File: src/rtl/dcache_blocking_pkg.sv
// Shared sizes, address views and helpers for the dcache_blocking slice.
// The fill engine uses only the types it needs from here.
package dcache_blocking_pkg;

    localparam int DATA_W           = 32;
    localparam int MEM_DATA_W       = 64;
    localparam int RAM_DAT_LINE_N   = 4;
    localparam int RAM_TAG_ADDR_W   = 8;
    localparam int CACHE_LINE_TAG_W = 19;
    localparam int CACHE_WAYS_N     = 4;

    localparam int ADDR_W     = 32;
    localparam int BNK_W      = $clog2(RAM_DAT_LINE_N);
    localparam int BYTE_W     = $clog2(MEM_DATA_W / 8);
    localparam int LINE_OFF_W = BNK_W + BYTE_W;

    typedef logic [DATA_W-1:0]           data_t;
    typedef logic [MEM_DATA_W-1:0]       mem_data_t;
    typedef mem_data_t                   ram_dat_dat_t;
    typedef logic [BNK_W-1:0]            ram_dat_line_t;
    typedef logic [RAM_DAT_LINE_N-1:0]   ram_dat_bnk_n_t;
    typedef logic [CACHE_WAYS_N-1:0]     ways_t;
    typedef logic [RAM_TAG_ADDR_W-1:0]   cache_line_off_t;
    typedef logic [CACHE_LINE_TAG_W-1:0] cache_line_tag_t;

    // Two views of one byte address: bank/byte position, and tag/set split.
    typedef struct packed {
        logic [ADDR_W-LINE_OFF_W-1:0] h;
        ram_dat_line_t                b;
        logic [BYTE_W-1:0]            o;
    } addr_pos_t;

    typedef struct packed {
        cache_line_tag_t         t;
        cache_line_off_t         o;
        logic [LINE_OFF_W-1:0]   f;
    } addr_line_t;

    typedef union packed {
        addr_pos_t  p;
        addr_line_t l;
    } addr_t;

    typedef enum logic [2:0] {
        FILL_IDLE,
        FILL_INV,
        FILL_REQ,
        FILL_DATA,
        FILL_TAG
    } fill_state_t;

    function automatic ram_dat_bnk_n_t bank_onehot(input ram_dat_line_t b);
        bank_onehot = ram_dat_bnk_n_t'(1) << b;
    endfunction

endpackage

File: src/rtl/dcache_blocking_fill.sv
// Blocking line-fill engine: invalidate victim, fetch four beats critical-first,
// write the data banks, forward the critical word, then install the valid tag.
module dcache_blocking_fill
    import dcache_blocking_pkg::*;
(
    input  logic            clk,
    input  logic            rst_n,
    input  logic            fill_req_vld,
    output logic            fill_req_rdy,
    input  addr_t           fill_req_addr,
    input  ways_t           fill_req_way,
    output logic            mem_req_vld,
    input  logic            mem_req_rdy,
    output addr_t           mem_req_addr,
    input  logic            mem_rsp_vld,
    input  mem_data_t       mem_rsp_data,
    output logic            ram_dat_en,
    output ways_t           ram_dat_way,
    output ram_dat_bnk_n_t  ram_dat_bnk,
    output cache_line_off_t ram_dat_idx,
    output ram_dat_dat_t    ram_dat_wdata,
    output logic            ram_tag_en,
    output ways_t           ram_tag_way,
    output cache_line_off_t ram_tag_idx,
    output cache_line_tag_t ram_tag_wtag,
    output logic            ram_tag_wvld,
    output logic            crit_vld,
    output data_t           crit_data,
    output logic            fill_done,
    output logic            busy
);

    fill_state_t   state;
    addr_t         addr_q;
    ways_t         way_q;
    ram_dat_line_t cnt_q;
    ram_dat_line_t bank_sel;

    // NOTE: state registers use non-blocking assignments so every flop samples pre-edge values.
    always_ff @(posedge clk) begin
        if (!rst_n) begin
            state  <= FILL_IDLE;
            addr_q <= '0;
            way_q  <= '0;
            cnt_q  <= '0;
        end else begin
            case (state)
                FILL_IDLE: if (fill_req_vld) begin
                    addr_q <= fill_req_addr;
                    way_q  <= fill_req_way;
                    state  <= FILL_INV;
                end
                FILL_INV:  state <= FILL_REQ;
                FILL_REQ:  if (mem_req_rdy) begin
                    cnt_q <= '0;
                    state <= FILL_DATA;
                end
                FILL_DATA: if (mem_rsp_vld) begin
                    cnt_q <= cnt_q + 2'd1;
                    if (cnt_q == 2'd3) state <= FILL_TAG;
                end
                FILL_TAG:  state <= FILL_IDLE;
                default:   state <= FILL_IDLE;
            endcase
        end
    end

    // Strobes are qualified with rst_n so nothing escapes while reset is held.
    assign fill_req_rdy = rst_n && (state == FILL_IDLE);
    assign busy         = rst_n && (state != FILL_IDLE);
    assign mem_req_vld  = rst_n && (state == FILL_REQ);
    assign ram_dat_en   = rst_n && (state == FILL_DATA) && mem_rsp_vld;
    assign crit_vld     = ram_dat_en && (cnt_q == 2'd0);
    assign ram_tag_en   = rst_n && ((state == FILL_INV) || (state == FILL_TAG));
    assign ram_tag_wvld = rst_n && (state == FILL_TAG);
    assign fill_done    = ram_tag_wvld;
    assign bank_sel     = addr_q.p.b + cnt_q;

    // NOTE: every always_comb output gets a default first, so no latch is inferred.
    always_comb begin
        mem_req_addr  = '0;
        ram_dat_way   = '0;
        ram_dat_bnk   = '0;
        ram_dat_idx   = '0;
        ram_dat_wdata = '0;
        crit_data     = '0;
        ram_tag_way   = '0;
        ram_tag_idx   = '0;
        ram_tag_wtag  = '0;
        if (mem_req_vld) begin
            mem_req_addr     = addr_q;
            mem_req_addr.p.o = '0;
        end
        if (ram_dat_en) begin
            ram_dat_way   = way_q;
            ram_dat_bnk   = bank_onehot(bank_sel);
            ram_dat_idx   = addr_q.l.o;
            ram_dat_wdata = mem_rsp_data;
        end
        if (crit_vld) begin
            crit_data = addr_q.p.o[2] ? mem_rsp_data[63:32] : mem_rsp_data[31:0];
        end
        if (ram_tag_en) begin
            ram_tag_way = way_q;
            ram_tag_idx = addr_q.l.o;
        end
        if (ram_tag_wvld) begin
            ram_tag_wtag = addr_q.l.t;
        end
    end

    // A beat outside DATA means the memory side lost track of the request.
    always_ff @(posedge clk) begin
        rsp_outside_data: assert (!(rst_n && mem_rsp_vld && (state != FILL_DATA)))
            else $warning("dcache_blocking_fill: mem_rsp_vld outside DATA ignored");
    end

endmodule

File: config.mk
export PLATFORM = sky130hd
export DESIGN_NAME = dcache_blocking_fill
export DESIGN_NICKNAME = d
export VERILOG_FILES = /design/src/rtl/dcache_blocking_pkg.sv /design/src/rtl/dcache_blocking_fill.sv
export SDC_FILE = /design/constraint.sdc
export NUM_CORES = 1
export LEC_CHECK = 0
export CORE_AREA = 4 4 109 111
export DETAILED_ROUTE_END_ITERATION = 10
export DIE_AREA = 0 0 113 115
export PLACE_DENSITY = 0.76
export SYNTH_ARGS = -nofsm -noshare
export SYNTH_HDL_FRONTEND = slang
export SYNTH_SLANG_ARGS = --single-unit
File: constraint.sdc
create_clock -name clk -period 1.67 [get_ports clk]
set_input_delay 0.334 -clock clk [delete_from_list [all_inputs] [get_ports clk]]
set_output_delay 0.334 -clock clk [all_outputs]
set_load 0.03 [all_outputs]
==> impl_results.md <==
- CP endpoint kind: primary output
- Max-slew violations: 0
- Clock skew: between 10 and 15 ps
- GP Congestion: about 0.93
- Final core utilization: 0.6950
- Fin Setup TNS: -42,520 ps
- Die W: 113 um
- Sw frac: 0.3244
- Vias in the first global route: approximately 4,300
- Main synth FF type: dfxtp_1
- R2r worst-path depth: 6
- Endpoints failing setup: between 150 and 200
- Max_cap viols: 0
- Global-route wire length before repair: approximately 24,000 um
- Post-Route WL: around 16,000 um
- Yosys top cell by area: dfxtp_1
- Starting density of the core: 0.2906
- Setup Crit Path Kind: reg2out
- CTS H-tree depth: 2
- CP max stage delay: roughly 340 ps
- Drc violations: 0
- Synth Warn #: 0
- Compound-Gate Fraction of Synth Area: 0.07379
- Post-synthesis mux area share: 0.1085
- Most Crowded Layer GR: met2
- Inserted Diodes: 0
- Part of the Yosys area used for sequential elements: 0.2489
- Unrepaired setup endpoints after global routing: true
- CP Max Fanout: 12
- Final Cycle Share: 1.194
- IO Count: around 290
- VDD IR max: 0.3668 mV
- Endpoints failing hold: 0
- Post-synth ARST share: 0
- DR vias/cell: between 4 and 5
- 1st-iter DRT viols: about 280
- Sequential fraction of design power: 0.390
- WP buf/inv: 3
- Syn Inst Count: 435
- Yosys reg bits: 39
- Synth area leaders: dfxtp_1 25%, and3_1 16%, and2_1 12%, mux2i_1 11%, nand3_1 5.6%
- XOR/XNOR share of the synthesized area: 0.01117
- Post-synth EDFFs: 0
- Pin count of the biggest net entering global routing: 69
- Final worst slack: -323.7 ps
- Area of the core: approximately 0.011 mm2
- Area grow syn2layout: 139.1%
- Worst setup path endpoint: crit_data[5]
- Ratio of cells with drive above 1 in the final layout: 0.5559
- CP dominant cell by count: buf_12
- Reg2reg end: addr_q[10]
- Critical path depth: 6
- CP top delay family: simple AND/OR/NAND/NOR gates
- CP max stage cell: dfxtp_2
- Syn Area/Cell: ~7 um2
- Gr usage total: 0.2252
- Outcome: finished, violations left
- Clk pwr share: 0.253
- Share of the synthesized area in the top cell type: 0.2489
- Drt wl/cell: roughly 19 um
- Fmax: approximately 0.5 GHz
- Required @ worst endpoint: 1340 ps
- Met3 track demand over resource: 0.05526
- Reg2reg setup slack: about 160 ps
- Distinct cell type count after synthesis: 34
- Vias post-DR: roughly 4,300
- NetSw: 0.8777 mW
- Grt total ovfl: 0
- Die H: approximately 120 um
- Antenna violations before repair: 0
- Period minus WS final: between 1500 and 2000 ps
- Max clock buf depth: 2
- Main combinational cell family by area after synthesis: simple AND/OR/NAND/NOR gates
- Synth Area in Adders: 0.01197
- Nets: between 800 and 900
- Met1 Use GR: 0.2600
- IO buf count: 282
- WP data arrival: 1660 ps
- Die ar.: around 0.013 mm2
- Row count: 38
- Worst-path clk slew: ~80 ps
- CTS tree: done
- TritonCTS Sinks: 39
- Violated checks: negative setup slack
- Final HPWL DP: between 10,000 and 15,000 um
- Area of the multi-input gates: 0.002654 mm2
- Worst r2r src: state[0]
- Critical Path Source Type: flop
- PD cells: roughly 360 mW/mm2
- Worst-Skew Late Latency: 290 ps
- Antenna Nets Post-Route: 0
- Post-place setup slack: -116.6 ps
- Simple-Gate Fraction of Synth Area: 0.4543
- Worst setup path startpoint: state[2]
- DRT Pass-1 Iters: 4
- Register area: 792.0 um2
- Leakage power: approximately 3.3 nW
- Clock root buffer master: clkbuf_8
- Fillers: around 800
- Worst Hold Class: reg2reg
- Tot Pwr: between 2 and 3 mW
- Critical-path cell list: and4b_2, nand3_4, buf_12, buf_12, nor2_4, buf_6
- Cell Int Power: ~1.8 mW
- Post-Synthesis Cell Area: ~0.0031 mm2
- Inserted Clock Buffers: 5
- Met2 usage: 0.4182
- Comb pwr share: 0.358
[power by group through the flow]
stage,combinational [mW],sequential (mW),clock [mW]
floorplan,0.460,1.05,0
global placement,0.851,1.06,0
detailed placement,0.869,1.07,0
CTS,0.923,1.05,0.713
global route,1.03,1.07,0.747
finish,0.968,1.05,0.683
[area by class of cell]
class,count,area share
Timing Repair Buffer,333,0.5031
Sequential cell,39,0.1056
Inverter,3,0.002002
Multi-Input combinational cell,343,0.3538
Tap cell,140,0.02335
Clock buffer,6,0.01101
Clock inverter,1,0.001168
[kinds of logic (layout without fill, tap and decap cells)]
family,count (synthesis),in the layout
compound gates,42,42
xor+xnor,4,4
fa+ha+maj,3,3
buf+inv,55,343
flops,39,39
mux,34,34
other cells,1,3
simple gates,257,257
[worst min path at each step]
| stage | from | endpoint | slack [ps] | cells past startpoint |
|---|---|---|---|---|
| 2_1_floorplan | addr_q[31] | addr_q[31] | 430 | 2 |
| 3_3_place_gp | way_q[3] | way_q[3] | 450 | 2 |
| 3_5_place_dp | way_q[3] | way_q[3] | 450 | 2 |
| 4_1_cts | way_q[3] | way_q[3] | 470 | 2 |
| 5_1_grt | addr_q[31] | addr_q[31] | 490 | 2 |
| 6_report | way_q[3] | way_q[3] | 460 | 2 |
[routing by layer]
layer  up-vias  share of wire
li1       2053              -
met1      2039           0.37
met2       197           0.53
met3        26          0.074
met4         0          0.026
met5         -              0
[what timing repair did]
| item | CTS | global route |
|---|---|---|
| hold buffers | 0 | 0 |
| setup buffers | 9 | 3 |
| hold endpoints to repair | 0 | 0 |
| cloned | 2 | 1 |
| pin swaps | 21 | 15 |
| gates resized for setup | 172 | 73 |
| endpoints found under the setup margin | 178 | 180 |
[state kept, by name, indices dropped and copies added, names as in the netlist]
signal / flops
addr_q: 30
cnt_q: 2
state: 3
way_q: 4
[cells in the mapped netlist (all sizes together) (2+ instances only)]
cell type and instances:
and3 79, and2 62, dfxtp 39, nand2 36, nand3 35, o21ai 35, mux2i 34, nor2 34
clkbuf 29, buf 23, nor3b 4, ha 3, inv 3, xnor2 3, and4b 2, nand2b 2
[worst reg2reg max path: cells and delay by family, from the launching register on]
family / cells / cell delay [ps]
AOI/OAI and AO/OA: 1 / 90
and+or+nand+nor: 2 / 470
buffers and inverters: 3 / 550
DFF: 1 / 330
[metrics by stage]
| stage | instances | hold WS (ps) | area [um2] |
|---|---|---|---|
| 4_1_cts | 862 | 469.3 | 7189 |
| 3_3_place_gp | 845 | 449.8 | 6409 |
| 3_5_place_dp | 845 | 451.9 | 6409 |
| 5_1_grt | 865 | 494.2 | 7501 |
| 6_report | 865 | 461.1 | 7501 |
| 2_1_floorplan | 437 | 432.1 | 3531 |
[placed cells by master, fill, tap and decap left out, drive strengths merged, types with 4 or more instances in the layout]
cell type	synthesis	final
nor2	34	34
clkbuf	29	7
nor3b	4	4
mux2i	34	34
dfxtp	39	39
buf	23	232
and2	62	62
clkdlybuf4s50	0	100
o21ai	35	35
nand3	35	35
nand2	36	36
and3	79	79
No activity file was read; power rests on OpenSTA's default activity.
